`src/rtl/core_pkg.sv`:
```
// Shared decode definitions for the in-order core.
// Opcodes, ALU encodings and the ID->EX control bundle.
package core_pkg;

    localparam logic [6:0] OPC_LOAD   = 7'b0000011;
    localparam logic [6:0] OPC_STORE  = 7'b0100011;
    localparam logic [6:0] OPC_OP     = 7'b0110011;
    localparam logic [6:0] OPC_OP_IMM = 7'b0010011;
    localparam logic [6:0] OPC_BRANCH = 7'b1100011;
    localparam logic [6:0] OPC_JAL    = 7'b1101111;
    localparam logic [6:0] OPC_JALR   = 7'b1100111;
    localparam logic [6:0] OPC_LUI    = 7'b0110111;
    localparam logic [6:0] OPC_AUIPC  = 7'b0010111;

    localparam logic [3:0] ALU_ADD = 4'b0000;
    localparam logic [3:0] ALU_SUB = 4'b1000;

    typedef struct packed {
        logic [4:0] rs1;
        logic [4:0] rs2;
        logic [4:0] rd;
        logic [3:0] alu_ctrl;
        logic       memread;
        logic       memwrite;
        logic       memtoreg;
        logic       regwrite;
        logic       alusrc;
        logic       illegal;
    } id_payload_t;

endpackage

```
`src/rtl/reg_file_wt.sv`:
```
// Register file, 2 read / 1 write, write-through, x0 hardwired to 0.
// Writes to indices beyond NREG are dropped.
module reg_file_wt #(
    parameter int XLEN = 32,
    parameter int NREG = 32
) (
    input  logic            clk,
    input  logic            rst,
    input  logic [4:0]      ra1,
    input  logic [4:0]      ra2,
    output logic [XLEN-1:0] rd1,
    output logic [XLEN-1:0] rd2,
    input  logic            we,
    input  logic [4:0]      wa,
    input  logic [XLEN-1:0] wd
);
    localparam int AW = $clog2(NREG);

    logic [XLEN-1:0] mem [NREG];
    logic            wr_ok;

    assign wr_ok = we && (wa != 5'd0) && (32'(wa) < NREG);

    always_ff @(posedge clk or posedge rst) begin
        if (rst) begin
            for (int i = 0; i < NREG; i++) mem[i] <= '0;
        end else if (wr_ok) begin
            mem[wa[AW-1:0]] <= wd;
        end
    end

    always_comb begin
        rd1 = mem[ra1[AW-1:0]];
        rd2 = mem[ra2[AW-1:0]];
        if (wr_ok && wa == ra1) rd1 = wd;
        if (wr_ok && wa == ra2) rd2 = wd;
        if (ra1 == 5'd0) rd1 = '0;
        if (ra2 == 5'd0) rd2 = '0;
    end

endmodule

```
`src/rtl/id_stage_pipe.sv`:
```
// Decode stage: RV32I/E decode, operand forwarding, branch resolution,
// load-use stall and the valid/ready register feeding EX.
module id_stage_pipe
    import core_pkg::*;
#(
    parameter int XLEN = 32,
    parameter int NREG = 32,
    parameter int NFWD = 2
) (
    input  logic                 clk,
    input  logic                 rst,
    input  logic                 if_valid_i,
    input  logic [XLEN-1:0]      if_pc_i,
    input  logic [31:0]          if_inst_i,
    input  logic                 if_pred_taken_i,
    output logic                 id_ready_o,
    input  logic                 flush_i,
    input  logic                 ex_ready_i,
    output logic                 ex_valid_o,
    output logic [XLEN-1:0]      ex_pc_o,
    output logic [XLEN-1:0]      ex_op1_o,
    output logic [XLEN-1:0]      ex_op2_o,
    output logic [XLEN-1:0]      ex_imm_o,
    output logic [4:0]           ex_rs1_o,
    output logic [4:0]           ex_rs2_o,
    output logic [4:0]           ex_rd_o,
    output logic [3:0]           ex_alu_ctrl_o,
    output logic                 ex_memread_o,
    output logic                 ex_memwrite_o,
    output logic                 ex_memtoreg_o,
    output logic                 ex_regwrite_o,
    output logic                 ex_alusrc_o,
    output logic                 ex_illegal_o,
    input  logic [NFWD-1:0]      fwd_we_i,
    input  logic [NFWD-1:0]      fwd_is_load_i,
    input  logic [5*NFWD-1:0]    fwd_rd_i,
    input  logic [XLEN*NFWD-1:0] fwd_data_i,
    input  logic                 wb_we_i,
    input  logic [4:0]           wb_rd_i,
    input  logic [XLEN-1:0]      wb_data_i,
    output logic                 redirect_o,
    output logic [XLEN-1:0]      redirect_pc_o
);
    logic [6:0] opc;
    logic [2:0] f3;
    logic [4:0] rs1, rs2, rd;

    assign opc = if_inst_i[6:0];
    assign rd  = if_inst_i[11:7];
    assign f3  = if_inst_i[14:12];
    assign rs1 = if_inst_i[19:15];
    assign rs2 = if_inst_i[24:20];

    logic is_load, is_store, is_op, is_opi, is_br;
    logic is_jal, is_jalr, is_lui, is_auipc;
    logic known, use1, use2, wr_rd, bad_e, illegal;

    assign is_load  = opc == OPC_LOAD;
    assign is_store = opc == OPC_STORE;
    assign is_op    = opc == OPC_OP;
    assign is_opi   = opc == OPC_OP_IMM;
    assign is_br    = opc == OPC_BRANCH;
    assign is_jal   = opc == OPC_JAL;
    assign is_jalr  = opc == OPC_JALR;
    assign is_lui   = opc == OPC_LUI;
    assign is_auipc = opc == OPC_AUIPC;

    assign known = is_load | is_store | is_op | is_opi | is_br
                 | is_jal | is_jalr | is_lui | is_auipc;
    assign use1  = is_load | is_store | is_op | is_opi | is_br | is_jalr;
    assign use2  = is_store | is_op | is_br;
    assign wr_rd = is_load | is_op | is_opi | is_lui
                 | is_auipc | is_jal | is_jalr;

    // RV32E only exposes x0..x15
    assign bad_e = (NREG == 16)
                && ((use1 & rs1[4]) | (use2 & rs2[4]) | (wr_rd & rd[4]));
    assign illegal = ~known | bad_e;

    logic [XLEN-1:0] rf1, rf2;

    reg_file_wt #(.XLEN(XLEN), .NREG(NREG)) u_rf (
        .clk (clk),
        .rst (rst),
        .ra1 (rs1),
        .ra2 (rs2),
        .rd1 (rf1),
        .rd2 (rf2),
        .we  (wb_we_i),
        .wa  (wb_rd_i),
        .wd  (wb_data_i)
    );

    logic [XLEN-1:0] src1, src2;
    logic            haz, hazard;

    // Walk oldest to youngest so the lowest index wins.
    always_comb begin
        src1 = rf1;
        src2 = rf2;
        haz  = 1'b0;
        for (int i = NFWD - 1; i >= 0; i--) begin
            if (fwd_we_i[i] && fwd_rd_i[5*i +: 5] == rs1)
                src1 = fwd_data_i[XLEN*i +: XLEN];
            if (fwd_we_i[i] && fwd_rd_i[5*i +: 5] == rs2)
                src2 = fwd_data_i[XLEN*i +: XLEN];
            if (fwd_we_i[i] && fwd_is_load_i[i]
                && ((use1 && rs1 != 5'd0 && fwd_rd_i[5*i +: 5] == rs1)
                 || (use2 && rs2 != 5'd0 && fwd_rd_i[5*i +: 5] == rs2)))
                haz = 1'b1;
        end
        if (rs1 == 5'd0) src1 = '0;
        if (rs2 == 5'd0) src2 = '0;
    end

    assign hazard = if_valid_i & haz;

    logic [31:0]     imm32;
    logic [XLEN-1:0] imm;

    always_comb begin
        imm32 = '0;
        unique case (1'b1)
            is_load, is_opi, is_jalr:
                imm32 = {{20{if_inst_i[31]}}, if_inst_i[31:20]};
            is_store:
                imm32 = {{20{if_inst_i[31]}}, if_inst_i[31:25],
                         if_inst_i[11:7]};
            is_br:
                imm32 = {{19{if_inst_i[31]}}, if_inst_i[31], if_inst_i[7],
                         if_inst_i[30:25], if_inst_i[11:8], 1'b0};
            is_lui, is_auipc:
                imm32 = {if_inst_i[31:12], 12'b0};
            is_jal:
                imm32 = {{11{if_inst_i[31]}}, if_inst_i[31],
                         if_inst_i[19:12], if_inst_i[20],
                         if_inst_i[30:21], 1'b0};
            default: imm32 = '0;
        endcase
    end

    assign imm = XLEN'($signed(imm32));

    logic taken, acc;

    always_comb begin
        case (f3)
            3'b000:  taken = src1 == src2;
            3'b001:  taken = src1 != src2;
            3'b100:  taken = $signed(src1) < $signed(src2);
            3'b101:  taken = $signed(src1) >= $signed(src2);
            3'b110:  taken = src1 < src2;
            3'b111:  taken = src1 >= src2;
            default: taken = 1'b0;
        endcase
    end

    assign id_ready_o = ~hazard & (ex_ready_i | ~ex_valid_o);
    assign acc        = if_valid_i & id_ready_o & ~flush_i;

    logic [XLEN-1:0] jalr_sum;

    assign jalr_sum   = src1 + imm;
    assign redirect_o = acc & ~illegal
                      & (is_jal | is_jalr
                         | (is_br & (taken ^ if_pred_taken_i)));

    always_comb begin
        if (is_jalr)
            redirect_pc_o = {jalr_sum[XLEN-1:1], 1'b0};
        else if (is_jal || (is_br && taken))
            redirect_pc_o = if_pc_i + imm;
        else
            redirect_pc_o = if_pc_i + XLEN'(4);
    end

    id_payload_t     nxt, cur;
    logic [XLEN-1:0] op1_n, op2_n;

    always_comb begin
        nxt          = '0;
        nxt.rs1      = use1 ? rs1 : 5'd0;
        nxt.rs2      = use2 ? rs2 : 5'd0;
        nxt.rd       = wr_rd ? rd : 5'd0;
        nxt.alu_ctrl = ALU_ADD;
        unique case (1'b1)
            is_op:   nxt.alu_ctrl = {if_inst_i[30], f3};
            is_opi:  nxt.alu_ctrl = {(f3 == 3'b101) & if_inst_i[30], f3};
            is_br:   nxt.alu_ctrl = ALU_SUB;
            default: nxt.alu_ctrl = ALU_ADD;
        endcase
        nxt.memread  = is_load;
        nxt.memtoreg = is_load;
        nxt.memwrite = is_store;
        nxt.regwrite = wr_rd;
        nxt.alusrc   = is_load | is_store | is_opi | is_lui | is_auipc;
        nxt.illegal  = illegal;
        if (illegal) begin
            nxt.memread  = 1'b0;
            nxt.memtoreg = 1'b0;
            nxt.memwrite = 1'b0;
            nxt.regwrite = 1'b0;
            nxt.alusrc   = 1'b0;
        end
        op1_n = use1 ? src1 : '0;
        op2_n = use2 ? src2 : '0;
        if (is_jal || is_jalr || is_auipc) op1_n = if_pc_i;
        if (is_jal || is_jalr) op2_n = XLEN'(4);
    end

    always_ff @(posedge clk or posedge rst) begin
        if (rst) begin
            ex_valid_o <= 1'b0;
            ex_pc_o    <= '0;
            ex_op1_o   <= '0;
            ex_op2_o   <= '0;
            ex_imm_o   <= '0;
            cur        <= '0;
        end else if (flush_i) begin
            ex_valid_o <= 1'b0;
        end else if (acc) begin
            ex_valid_o <= 1'b1;
            ex_pc_o    <= if_pc_i;
            ex_op1_o   <= op1_n;
            ex_op2_o   <= op2_n;
            ex_imm_o   <= imm;
            cur        <= nxt;
        end else if (ex_ready_i) begin
            ex_valid_o <= 1'b0;
        end
    end

    assign ex_rs1_o      = cur.rs1;
    assign ex_rs2_o      = cur.rs2;
    assign ex_rd_o       = cur.rd;
    assign ex_alu_ctrl_o = cur.alu_ctrl;
    assign ex_memread_o  = cur.memread;
    assign ex_memwrite_o = cur.memwrite;
    assign ex_memtoreg_o = cur.memtoreg;
    assign ex_regwrite_o = cur.regwrite;
    assign ex_alusrc_o   = cur.alusrc;
    assign ex_illegal_o  = cur.illegal;

endmodule

```
`config.mk`:
```
export PLATFORM = sky130hd
export DESIGN_NAME = id_stage_pipe
export DESIGN_NICKNAME = d
export VERILOG_FILES = /design/src/rtl/core_pkg.sv /design/src/rtl/reg_file_wt.sv /design/src/rtl/id_stage_pipe.sv
export SDC_FILE = /design/constraint.sdc
export NUM_CORES = 2
export LEC_CHECK = 0
export BUFFER_PORTS_ARGS = -buffer_cell sky130_fd_sc_hd__buf_2
export CAP_MARGIN = 20
export CORE_MARGIN = 2
export CORE_UTILIZATION = 30
export CTS_CLUSTER_SIZE = 16
export DETAILED_ROUTE_END_ITERATION = 16
export PLACE_DENSITY = 0.43
export SLEW_MARGIN = 20
export SYNTH_ARGS = -nofsm -noshare
export SYNTH_HDL_FRONTEND = slang
export SYNTH_SLANG_ARGS = --single-unit
```
`constraint.sdc`:
```
create_clock -name clk -period 37.3 [get_ports clk]
set_clock_uncertainty 0.15 [all_clocks]
set_input_delay 3.73 -clock clk [delete_from_list [all_inputs] [get_ports clk]]
set_output_delay 3.73 -clock clk [all_outputs]
set_load 0.01 [all_outputs]
```
---- Word-level counts from Yosys, hierarchy flattened ----
Cells that the tools add are included.
word-level totals
  bits of input ports ..................... 186
  memory bits (writable) .................. 0
  word-level logic and storage cells ...... 188
  memories kept ........................... 0
  latch bits .............................. 0
  bits in read-only memories .............. 0
  register bits after elaboration ......... 1178
operators by class
  muxes and demuxes ....................... 35
  reduce and logical (&&, ||, !) cells .... 34
  multiply operators ...................... 0
  shift-type cells ........................ 0
  order comparisons ....................... 8
  bitwise gates (word level) .............. 39
  equal/unequal tests ..................... 22
  add/subtract/negate cells ............... 3
  divide/modulo/power cells ............... 0
operators with widths
  operator               number
  $bwmux 1024            1
  $mux 32                19
  $bmux 32 s5            2
  $demux 32 s5           1
  $pmux 32 s5            1
  $add 32x32->32         2
  $ge 32x32->1           2
  $lt 32x32->1           2
  $add 32x3->32 const B  1
  $eq 32x32->1           1
  $ne 32x32->1           1
  $eq 5x5->1             6
  $or 1x1->1             23
  $eq 7x6->1 const B     3
  $eq 7x7->1 const B     3
  $mux 5                 4
  $logic_and 1x1->1      19
  $ge 6x6->1 const B     3
  $not 5->6              3
  $reduce_bool 5->1      3
  $eq 7x5->1 const B     2
  $eq 3x3->1 const B     4
  $pmux 4 s3             1
  $logic_not 5->1        2
  other kinds (14)       32

---- Depth between registers and ports, before layout ----
  word-level depth ........................ 19
  gate-level depth with buffers ........... 29

---- Modules after synthesis ----
From an unflattened synthesis, not the netlist that was laid out.
unflattened totals
  cells, all modules ...................... 5516
  area total of the unflattened synthesis .. 68554.5 um^2
by module, submodules not included
  module         times used  area each (um^2)  cells an instance  sequential area each (um^2)
  reg_file_wt    1           55314.3           3937               25624.6
  id_stage_pipe  1           13240.2           1579               3828.7

---- Least setup slack after synthesis ----
No wires, ideal clock.
  path kind ............................... input-to-output
  from .................................... input port if_inst_i[20]
  to ...................................... output port redirect_pc_o[7]
  arrival ................................. 9542 ps
  slack ................................... 23878 ps
  stages on the path ...................... 27
  path through ............................ buf_4 -> buf_6 -> buf_4 -> buf_2 -> clkbuf_1 -> buf_1 -> mux4_2 -> mux4_2 -> mux2i_1 -> nand2_1 -> o21ai_0 -> o211ai_1 -> o211ai_1 -> ha_1 -> nand4_1 -> nor2_1 -> nand3_1 -> or3_1 -> clkbuf_1 -> or3_1 -> or3_1 -> a31oi_1 -> nand4_2 -> nand2_2 -> buf_6 -> o311ai_1 -> a31oi_1
on the way
  longest elaborated chain between the ends .. 14
RTL lines
  what                                        RTL line              RTL
  start: declaration                          id_stage_pipe.sv:14   input logic [31:0] if_inst_i,
  $not 5->6 (implied by the code)             reg_file_wt.sv:34     rd2 = mem[ra2[AW-1:0]];
  $bmux 32 s5                                 reg_file_wt.sv:34
  $mux 32 (implied by the code) (2 in a row)  reg_file_wt.sv:34
  $mux 32                                     reg_file_wt.sv:36     if (wr_ok && wa == ra2) rd2 = wd;
  $mux 32 (2 in a row)                        id_stage_pipe.sv:105  if (fwd_we_i[i] && fwd_rd_i[5*i +: 5] == rs2)
  $mux 32                                     id_stage_pipe.sv:113  if (rs2 == 5'd0) src2 = '0;
  $ge 32x32->1 (tied with other cells)        id_stage_pipe.sv:153  3'b111: taken = src1 >= src2;
  $pmux 1 s6                                  id_stage_pipe.sv:147  case (f3)
  $logic_and 1x1->1                           id_stage_pipe.sv:171  else if (is_jal || (is_br && taken))
  $logic_or 1x1->1                            id_stage_pipe.sv:171
  $mux 32                                     id_stage_pipe.sv:171
  $mux 32 *                                   id_stage_pipe.sv:169  if (is_jalr)
  end: declaration                            id_stage_pipe.sv:42   output logic [XLEN-1:0] redirect_pc_o
Mark *: on every way between the ends. The rest lies on a longest branch, timed or not. The select of a mux whose other input is x is not followed.

---- Worst setup path after layout ----
  from .................................... input port if_inst_i[15]
  to ...................................... output port redirect_pc_o[9]
on the way
  longest elaborated chain between the ends .. 14
RTL lines
  what                                        RTL line              RTL
  $not 5->6 (implied by the code)             reg_file_wt.sv:33     rd1 = mem[ra1[AW-1:0]];
  $bmux 32 s5                                 reg_file_wt.sv:33
  $mux 32 (implied by the code) (2 in a row)  reg_file_wt.sv:33
  $mux 32                                     reg_file_wt.sv:35     if (wr_ok && wa == ra1) rd1 = wd;
  $mux 32 (2 in a row)                        id_stage_pipe.sv:103  if (fwd_we_i[i] && fwd_rd_i[5*i +: 5] == rs1)
  $mux 32 *                                   id_stage_pipe.sv:112  if (rs1 == 5'd0) src1 = '0;
  $ge 32x32->1 (tied with other cells)        id_stage_pipe.sv:153
  $pmux 1 s6                                  id_stage_pipe.sv:147
  $logic_and 1x1->1                           id_stage_pipe.sv:171
  $logic_or 1x1->1                            id_stage_pipe.sv:171
  $mux 32                                     id_stage_pipe.sv:171
  $mux 32 *                                   id_stage_pipe.sv:169
Marks and branches as above.

==> impl_metrics.toml <==
[clock_network]
cts_max_path_buffers = 3
h-tree-depth = 4
clock_latency_ns = 0.79
cts_root_buf = "clkbuf_16"
cts_tree = "done"
cts_resized = 0
clk_pin_slew_ns = 0.06
hold_buffers = 0
cts.sinks = 1177
cts_made_buffers = 141
cts_post_setup_buffers_inserted = 0

[place]
io_buffers = 373
detailed_place_hpwl_um = 172000
gp_congestion = 0.925
placed_cells = 8068

[synth]
async_flop_share_pct = 100
synth_top_flop_cell = "dfrtp_1"
synth_seq_area_share_pct = 43.4
yosys.area.top_type = "dfrtp_1"
synth_edf_count = 0
synth_area_um2 = 67800
ys_top_cells_by_area = "dfrtp_1, mux4_2, mux2_2"
synth_area_per_cell_um2 = 13.3
ys_warn_count = 0
synth_cell_type_count = 86
synth_cells = 5088
netlist.area_leader.share_pct = 43.4
ys_ff_latch = 1177
syn_nets = 5366

[layout]
final_cells = 8340
layout_commonest_cell = "dfrtp_1"
nNetsFinal = 5498
multi_input_area_um2 = 36600
mostFrequentLayoutCells = "dfrtp_1, mux2_2, mux4_2"
syn2layout_area_growth_pct = 14.4
fillers = 22036
seq_area_um2 = 29500
drive_gt1_share_pct = 44.7

[global_route]
grt_max_degree = 152
antenna_found_initial = 52
first_global_vias = 48000
grt-ovfl-total = 0
grt_pass1_wl_um = 381000
grt_use_total_pct = 23.1

[routing]
ant_nets = 0
drt-vias-per-instance = 5.67
drc = 0
vias = 47271
drt_first_pass_iters = 6
wl_um = 268000
first_iter_violations = 3965
wl_per_cell_um = 32.1

[setup_path]
end_kind = "output pin"
cp_max_fo = 76
max_stage_delay_ns = 0.92
reg2reg_depth = 8
cpMostUsedCell = "a21o_1"
startpoint_type = "input pin"
slowest_stage = "a211oi_1"
cp.arrival_ns = 12.42
cp.required_ns = 33.42
critPathKind = "input pin to output pin"

[sta]
slew_violations = 0
fmax_mhz = 61.4
hold_viol_final = 0
rsz0062_at_grt = "no"
min_period_ns = 16.30
worstMarginPinSlew_ns = 1.22
finalSetupViolCount = 0
finalCritPeriodShare_pct = 43.7
fin_tns_setup_ns = 0
slew-limit-headroom_pct = 18.0

[floorplan]
die_area_um2 = 230000
die_h_um = 480
die_w_um = 480
io_pins = 374
rows = 174
start_util_pct = 30.2
coreArea_um2 = 225000

[worst_hold_path]
whs_path_depth = 0
hp-class = "flop to flop"

[power]
ir_worst_vdd_v = 0.0000487
leakage_uw = 0.0342
p_per_area_nw_per_um2 = 51.8

[flow_run]
max_cap_violations = 0

[outcome]
run_status = "finished, final reports clean"
-- final cells by class --
class                   instances  area share (%)
clock inverters                36           0.693
inverters                      36           0.197
clock buffers                 208            5.37
flip-flops and latches       1177            38.0
multi-input cells            3376            47.2
well taps                    2992            4.82
repair buffers                488            3.72
diodes                         27          0.0871
-- per-layer routing --
metal / GRT usage, % / wire (um) / share of wire (%) / vias up
met5: 0 / 235 / 0.088 / -
met4: 7.55 / 9340 / 3.5 / 36
met3: 4.27 / 17100 / 6.4 / 413
met2: 37.2 / 125000 / 47 / 1675
met1: 31.3 / 116000 / 43 / 25399
li1: - / - / - / 19748
-- synth_stat cells, types with 21 or more instances --
cell and number:
nand2b_1 21, a21o_1 46, mux2_2 981, xor2_1 36, xnor2_1 66, inv_1 36, clkbuf_1 380, a211oi_1 74
nand3_1 66, o21ai_0 125, a21oi_1 115, dfrtp_1 1177, mux4_2 620, a221o_1 31, buf_1 67, ha_1 91
and3_1 52, buf_2 39, mux2i_1 104, nor2_1 165, o211ai_1 69, nand2_1 394, nor3_1 45
-- flip-flops by register name, summed over array words and instances (netlist names) --
signal and count:
ex_alusrc_o 1, ex_pc_o 32, ex_memwrite_o 1, u_rf.mem 1024
ex_rd_o 5, ex_alu_ctrl_o 4, ex_imm_o 32, ex_regwrite_o 1
ex_illegal_o 1, ex_op2_o 32, ex_valid_o 1, ex_rs1_o 5
ex_op1_o 32, ex_rs2_o 5, ex_memread_o 1
-- cells by family (layout without fill, tap and decap cells) --
family / count (synthesis) / in the layout / synth area share [%]
multiplexers: 1705 / 1705 / 38.4
flip-flops: 1177 / 1177 / 43.4
AND/OR/NAND/NOR: 868 / 868 / 5.93
AO/OA/AOI/OAI: 608 / 608 / 6.07
buffers and inverters: 535 / 768 / 3.14
XOR/XNOR: 102 / 102 / 1.32
adder cells (fa/ha/maj): 93 / 93 / 1.72
other: 0 / 27 / 0
-- through the flow --
| step | setup WS, ns | area, um2 | power [uW] | util, % | hold slack [ns] |
|---|---|---|---|---|---|
| 2_1_floorplan | 0.266 | 67800 | 2300 | - | 0.291 |
| 3_3_place_gp | 21.09 | 72700 | 2590 | 32.3 | 0.226 |
| 3_5_place_dp | 21.04 | 72800 | 2610 | 32.4 | 0.233 |
| 4_1_cts | 21.02 | 77500 | 4060 | 34.5 | 0.246 |
| 5_1_grt | 20.64 | 77500 | 4210 | 34.5 | 0.258 |
| 6_report | 21.00 | 77600 | 4020 | 34.5 | 0.242 |
-- power breakdown --
group	switching [uW]	total (uW)	internal, uW
combinational	440	942	502
sequential	153	1650	1500
clock	578	1430	854
total	1170	4020	2850
-- final timing paths --
check / start / end / slack [ns]
setup / recovery: if_inst_i[15] / redirect_pc_o[9] / 21.00
hold / removal: u_rf.mem[1021] / u_rf.mem[1021] / 0.24
setup reg to reg: u_rf.mem[263] / ex_op1_o[7] / 33.81
hold reg to reg: u_rf.mem[1021] / u_rf.mem[1021] / 0.24
max in group asynchronous: rst / u_rf.mem[126] / 30.26
min in group asynchronous: rst / ex_pc_o[31] / 2.94
-- critical path, delay by kind of cell --
kind	cells	cell delay, ns
buffers and inverters	5	2.51
multiplexers	4	0.81
AO/OA/AOI/OAI	12	3.73
AND/OR/NAND/NOR	3	1.03
adder cells (fa/ha/maj)	1	0.35
(Power assumes the default switching activity.)
